File: src/rtl/lcd_text_fetch.sv
// Character BRAM sequencer for the LCD driver: streams a string from BRAM over valid/ready,
// inserting DDRAM line-address commands at line boundaries and stopping early on a terminator.
module lcd_text_fetch #(
   parameter int unsigned ADDR_W     = 11,
   parameter int unsigned LEN_W      = 6,
   parameter int unsigned LINE_CHARS = 16,
   parameter logic [7:0]  LINE2_CMD  = 8'hC0,
   parameter logic [7:0]  LINE1_CMD  = 8'h80,
   parameter bit          TERM_EN    = 1'b1,
   parameter logic [7:0]  TERM_CHAR  = 8'hFF
) (
   input  logic              clk,
   input  logic              reset,
   input  logic              start,
   input  logic [ADDR_W-1:0] base_addr,
   input  logic [LEN_W-1:0]  length,
   output logic [ADDR_W-1:0] bram_addr,
   input  logic [7:0]        bram_data,
   output logic              out_valid,
   output logic [7:0]        out_data,
   output logic              out_is_cmd,
   input  logic              out_ready,
   output logic              busy,
   output logic              done
);

   localparam int unsigned LC_W = (LINE_CHARS > 1) ? $clog2(LINE_CHARS) : 1;

   typedef enum logic [2:0] {
      S_IDLE, S_ADDR, S_WAIT, S_LATCH, S_SEND, S_CMD, S_FIN
   } state_t;

   state_t            state;
   logic [ADDR_W-1:0] ptr;
   logic [LEN_W-1:0]  remaining;
   logic [LC_W-1:0]   line_cnt;
   logic              line_sel;

   // Single-process sequencer; every output is a register.
   always_ff @(posedge clk) begin
      if (reset) begin
         state      <= S_IDLE;
         ptr        <= '0;
         remaining  <= '0;
         line_cnt   <= '0;
         line_sel   <= 1'b0;
         bram_addr  <= '0;
         out_valid  <= 1'b0;
         out_data   <= '0;
         out_is_cmd <= 1'b0;
         busy       <= 1'b0;
         done       <= 1'b0;
      end else begin
         done <= 1'b0;
         case (state)
            S_IDLE: begin
               if (start) begin
                  ptr       <= base_addr;
                  remaining <= length;
                  line_cnt  <= '0;
                  line_sel  <= 1'b0;
                  busy      <= 1'b1;
                  state     <= (length == '0) ? S_FIN : S_ADDR;
               end
            end
            S_ADDR: begin
               bram_addr <= ptr;
               state     <= S_WAIT;
            end
            // BRAM registers the address on this edge; data appears next cycle.
            S_WAIT: state <= S_LATCH;
            S_LATCH: begin
               if (TERM_EN && (bram_data == TERM_CHAR)) begin
                  state <= S_FIN;
               end else begin
                  out_data   <= bram_data;
                  out_is_cmd <= 1'b0;
                  out_valid  <= 1'b1;
                  state      <= S_SEND;
               end
            end
            S_SEND: begin
               if (out_valid && out_ready) begin
                  out_valid <= 1'b0;
                  ptr       <= ptr + ADDR_W'(1);
                  remaining <= remaining - LEN_W'(1);
                  if (remaining == LEN_W'(1)) begin
                     state <= S_FIN;
                  end else if (line_cnt == LC_W'(LINE_CHARS - 1)) begin
                     line_cnt <= '0;
                     state    <= S_CMD;
                  end else begin
                     line_cnt <= line_cnt + LC_W'(1);
                     state    <= S_ADDR;
                  end
               end
            end
            // First cycle loads the command byte; then hold until accepted.
            S_CMD: begin
               if (!out_valid) begin
                  out_data   <= line_sel ? LINE1_CMD : LINE2_CMD;
                  out_is_cmd <= 1'b1;
                  out_valid  <= 1'b1;
               end else if (out_ready) begin
                  line_sel  <= ~line_sel;
                  out_valid <= 1'b0;
                  state     <= S_ADDR;
               end
            end
            S_FIN: begin
               done  <= 1'b1;
               busy  <= 1'b0;
               state <= S_IDLE;
            end
            default: state <= S_IDLE;
         endcase
      end
   end

endmodule

File: config.mk
export PLATFORM = sky130hd
export DESIGN_NAME = lcd_text_fetch
export DESIGN_NICKNAME = d
export VERILOG_FILES = /design/src/rtl/lcd_text_fetch.sv
export SDC_FILE = /design/constraint.sdc
export NUM_CORES = 1
export LEC_CHECK = 0
export ABC_CLOCK_PERIOD_IN_PS = 2700
export CORE_UTILIZATION = 51
export DETAILED_ROUTE_END_ITERATION = 8
export GPL_ROUTABILITY_DRIVEN = 1
export GPL_TIMING_DRIVEN = 0
export HOLD_SLACK_MARGIN = 0.03
export MAX_ROUTING_LAYER = met4
export PLACE_DENSITY = 0.86
export SLEW_MARGIN = 20
export SYNTH_ARGS = -nofsm -noshare
export SYNTH_HDL_FRONTEND = slang
export SYNTH_SLANG_ARGS = --single-unit
export TNS_END_PERCENT = 5
File: constraint.sdc
create_clock -name clk -period 2.7 [get_ports clk]
set_input_delay 0.405 -clock clk [delete_from_list [all_inputs] [get_ports clk]]
set_output_delay 0.405 -clock clk [all_outputs]
set_load 0.02 [all_outputs]
==> metrics <==
status=complete, but fails checks; failing checks=design-rule violations; reg2reg setup slack=0.50 ns; RSZ-0062 raised after global routing=no; top_reg_cell synth=dfxtp_1; top-area cell type share of the netlist area=0.394; count leader, synth=dfxtp_1; Worst setup EP type=register; root buffer cell=clkbuf_8; Critical Path Source Type=primary input; Die Area=slightly above 5000 sq um; max cap viols=0; HP Start=out_data[3]$_SDFFE_PP0P_; leakage power=1.09 nW; vias post-DR=roughly 2600; final wirelength=approximately 6500 um; DRC viols=3; Critical Path Source=out_ready; Clock Latency Late Sink=between 0.3 and 0.4 ns; Mapped Area=about 2400 sq um; Yosys reg bits=between 40 and 50; setup TNS=0 ns; first-pass GRT wire length=10700 um; Die Wd=71.2 um; ys async rst share=0; post_cts resized=0; GPL Wtd Cong=about 0.94; vias in the first global route=roughly 2300; Hold Buf Count CTS=0; max-slew violation count=0; Vias per Instance=between 6 and 7; CTS Sinks=48; Post-DRT Antenna Nets=0; post-CTS setup buffers=0; Synth cell types=55; top post-synthesis cells by count=dfxtp_1 (48), a21oi_1 (28), nor2_1 (26), nand2_1 (24), nand3_1 (22); slew margin rel.=0.496; yosys warns=0; Rows=24; Die Span Y=about 70 um; Pre-Repair DR Iteration Count=7; Seq/Total Area, Yosys=0.394; Worst setup endpoint=ptr[3]$_SDFFE_PP0P_; Worst Tran Pin Value=0.754 ns; Top Ports=52; Layout Nets=387; worst hold path type=register to register; WL/cell=16.1 um; Synth Instances=296; setup ws final=0.502 ns; R2R Path End=ptr[3]$_SDFFE_PP0P_; GR Overflow Total=0; # fillers=about 370; cell taking the most area after synthesis=dfxtp_1; clk slew on worst S/H paths=0.08 ns; Final setup viols=0; global-route usage over all layers=0.273; initial antenna violation count=0; Syn Nets=329; worst-path fanout max=10; Worst R2R Start=state[1]$_SDFFE_PP0P_; Starting Density=0.545; Final Cycle Share=0.814; Critical Path AT=2.44 ns; final hold vios=0; number of synthesized flops with an enable pin=0; Final Critical Period=2.20 ns; Area contributors post-synth=dfxtp_1 (39%), a21oi_1 (5.7%), mux2i_1 (4.9%); share of cells above drive strength 1=0.0338; Final Skew=0.00559 ns; Area growth syn-to-layout=28.0%; clock buffer depth=2; R2R cell count=6; Final HPWL DP=between 4000 and 5000 um; Max VDD drop=approximately 330 uV; core area=4470 sq um; CP required=2.94 ns; CTS Buf Count=5; port bufs=51; CTS tree=yes; Antenna diodes=0; kind of critical path=primary input to register; maximum number of pins on one net before global-route repair=15; Iter 0 DRT Violations=304; pwr/cell area=526 nW/um^2; Syn Area/Cell=slightly above 8 sq um; maximum clock rate=455 MHz; # H-tree levels=2; Setup WS pre-CTS=0.285 ns
worst min path at each step:
stage | slack, ns | cells after the start | endpoint
floorplan | 0.45 | 2 | remaining[4]$_SDFFE_PP0P_
global placement | 0.45 | 2 | out_is_cmd$_SDFFE_PP0P_
detailed placement | 0.46 | 2 | out_data[3]$_SDFFE_PP0P_
global route | 0.48 | 2 | out_data[0]$_SDFFE_PP0P_
finish | 0.47 | 2 | out_data[3]$_SDFFE_PP0P_
CTS | 0.47 | 2 | out_data[3]$_SDFFE_PP0P_
logic make-up (layout without fill, tap and decap cells):
kind of cell               after synthesis  count (layout)  share of synthesized area
muxes                                   12              12                     0.0493
buffers and inverters                   25              84                     0.0390
DFF                                     48              48                      0.394
adders and majority gates                4               4                     0.0205
and+or+nand+nor                        120             120                      0.257
AOI/OAI and AO/OA                       87              87                      0.240
worst max-delay path: stages:
cell             delay, ns
clkdlybuf4s50_1       0.48
and3_1                0.23
o21ai_1               0.50
clkbuf_1              0.46
o21ai_0               0.20
a21oi_1               0.16
registers in the layout (all words and copies together), names as in the netlist:
register	count
bram_addr	11
out_data	8
line_cnt	4
busy	1
remaining	6
done	1
ptr	11
out_is_cmd	1
line_sel	1
state	3
out_valid	1
power by group:
group | switching (mW) | total [mW] | leakage [nW] | internal (mW)
logic | 0.180 | 0.327 | 0.645 | 0.147
registers | 0.0458 | 0.799 | 0.391 | 0.753
clock network | 0.242 | 0.517 | 0.0552 | 0.275
total | 0.468 | 1.64 | 1.09 | 1.17
routing by layer:
metal,global-route usage,part of all wire
met1,0.369,0.43
met2,0.425,0.48
met3,0.0413,0.073
met4,0.0756,0.015
met5,-,0
cell type report:
type | count | area [sq um] | area share
inverters | 7 | 26.3 | 0.00842
plain buffers | 18 | 68.8 | 0.0220
flip-flops and latches | 48 | 961 | 0.308
multi-input cells | 223 | 1380 | 0.443
well taps | 52 | 65.1 | 0.0208
clock inverters | 2 | 35.0 | 0.0112
clock buffers | 6 | 72.6 | 0.0232
repair buffers | 51 | 510 | 0.164
cells in the final DEF (no fill, tap or decap), types with 7 or more instances in the layout:
cell type	Yosys	routed
clkbuf_1	15	16
nand3_1	22	22
nor2_1	26	26
o21ai_0	13	13
inv_1	7	7
mux2i_1	12	12
nand2_1	24	24
clkdlybuf4s50_1	0	51
dfxtp_1	48	48
a21oi_1	28	28
metrics by stage:
| stage | util | cells | hold slack [ns] | instance area (sq um) | power [mW] |
|---|---|---|---|---|---|
| after floorplan | - | 296 | 0.453 | 2440 | 1.00 |
| after global placement | 0.674 | 399 | 0.453 | 3010 | 1.13 |
| after detailed placement | 0.674 | 399 | 0.457 | 3010 | 1.13 |
| after CTS | 0.698 | 407 | 0.470 | 3120 | 1.64 |
| after global routing | 0.698 | 407 | 0.482 | 3120 | 1.71 |
| final | 0.698 | 407 | 0.466 | 3120 | 1.64 |
(Power assumes the default switching activity.)
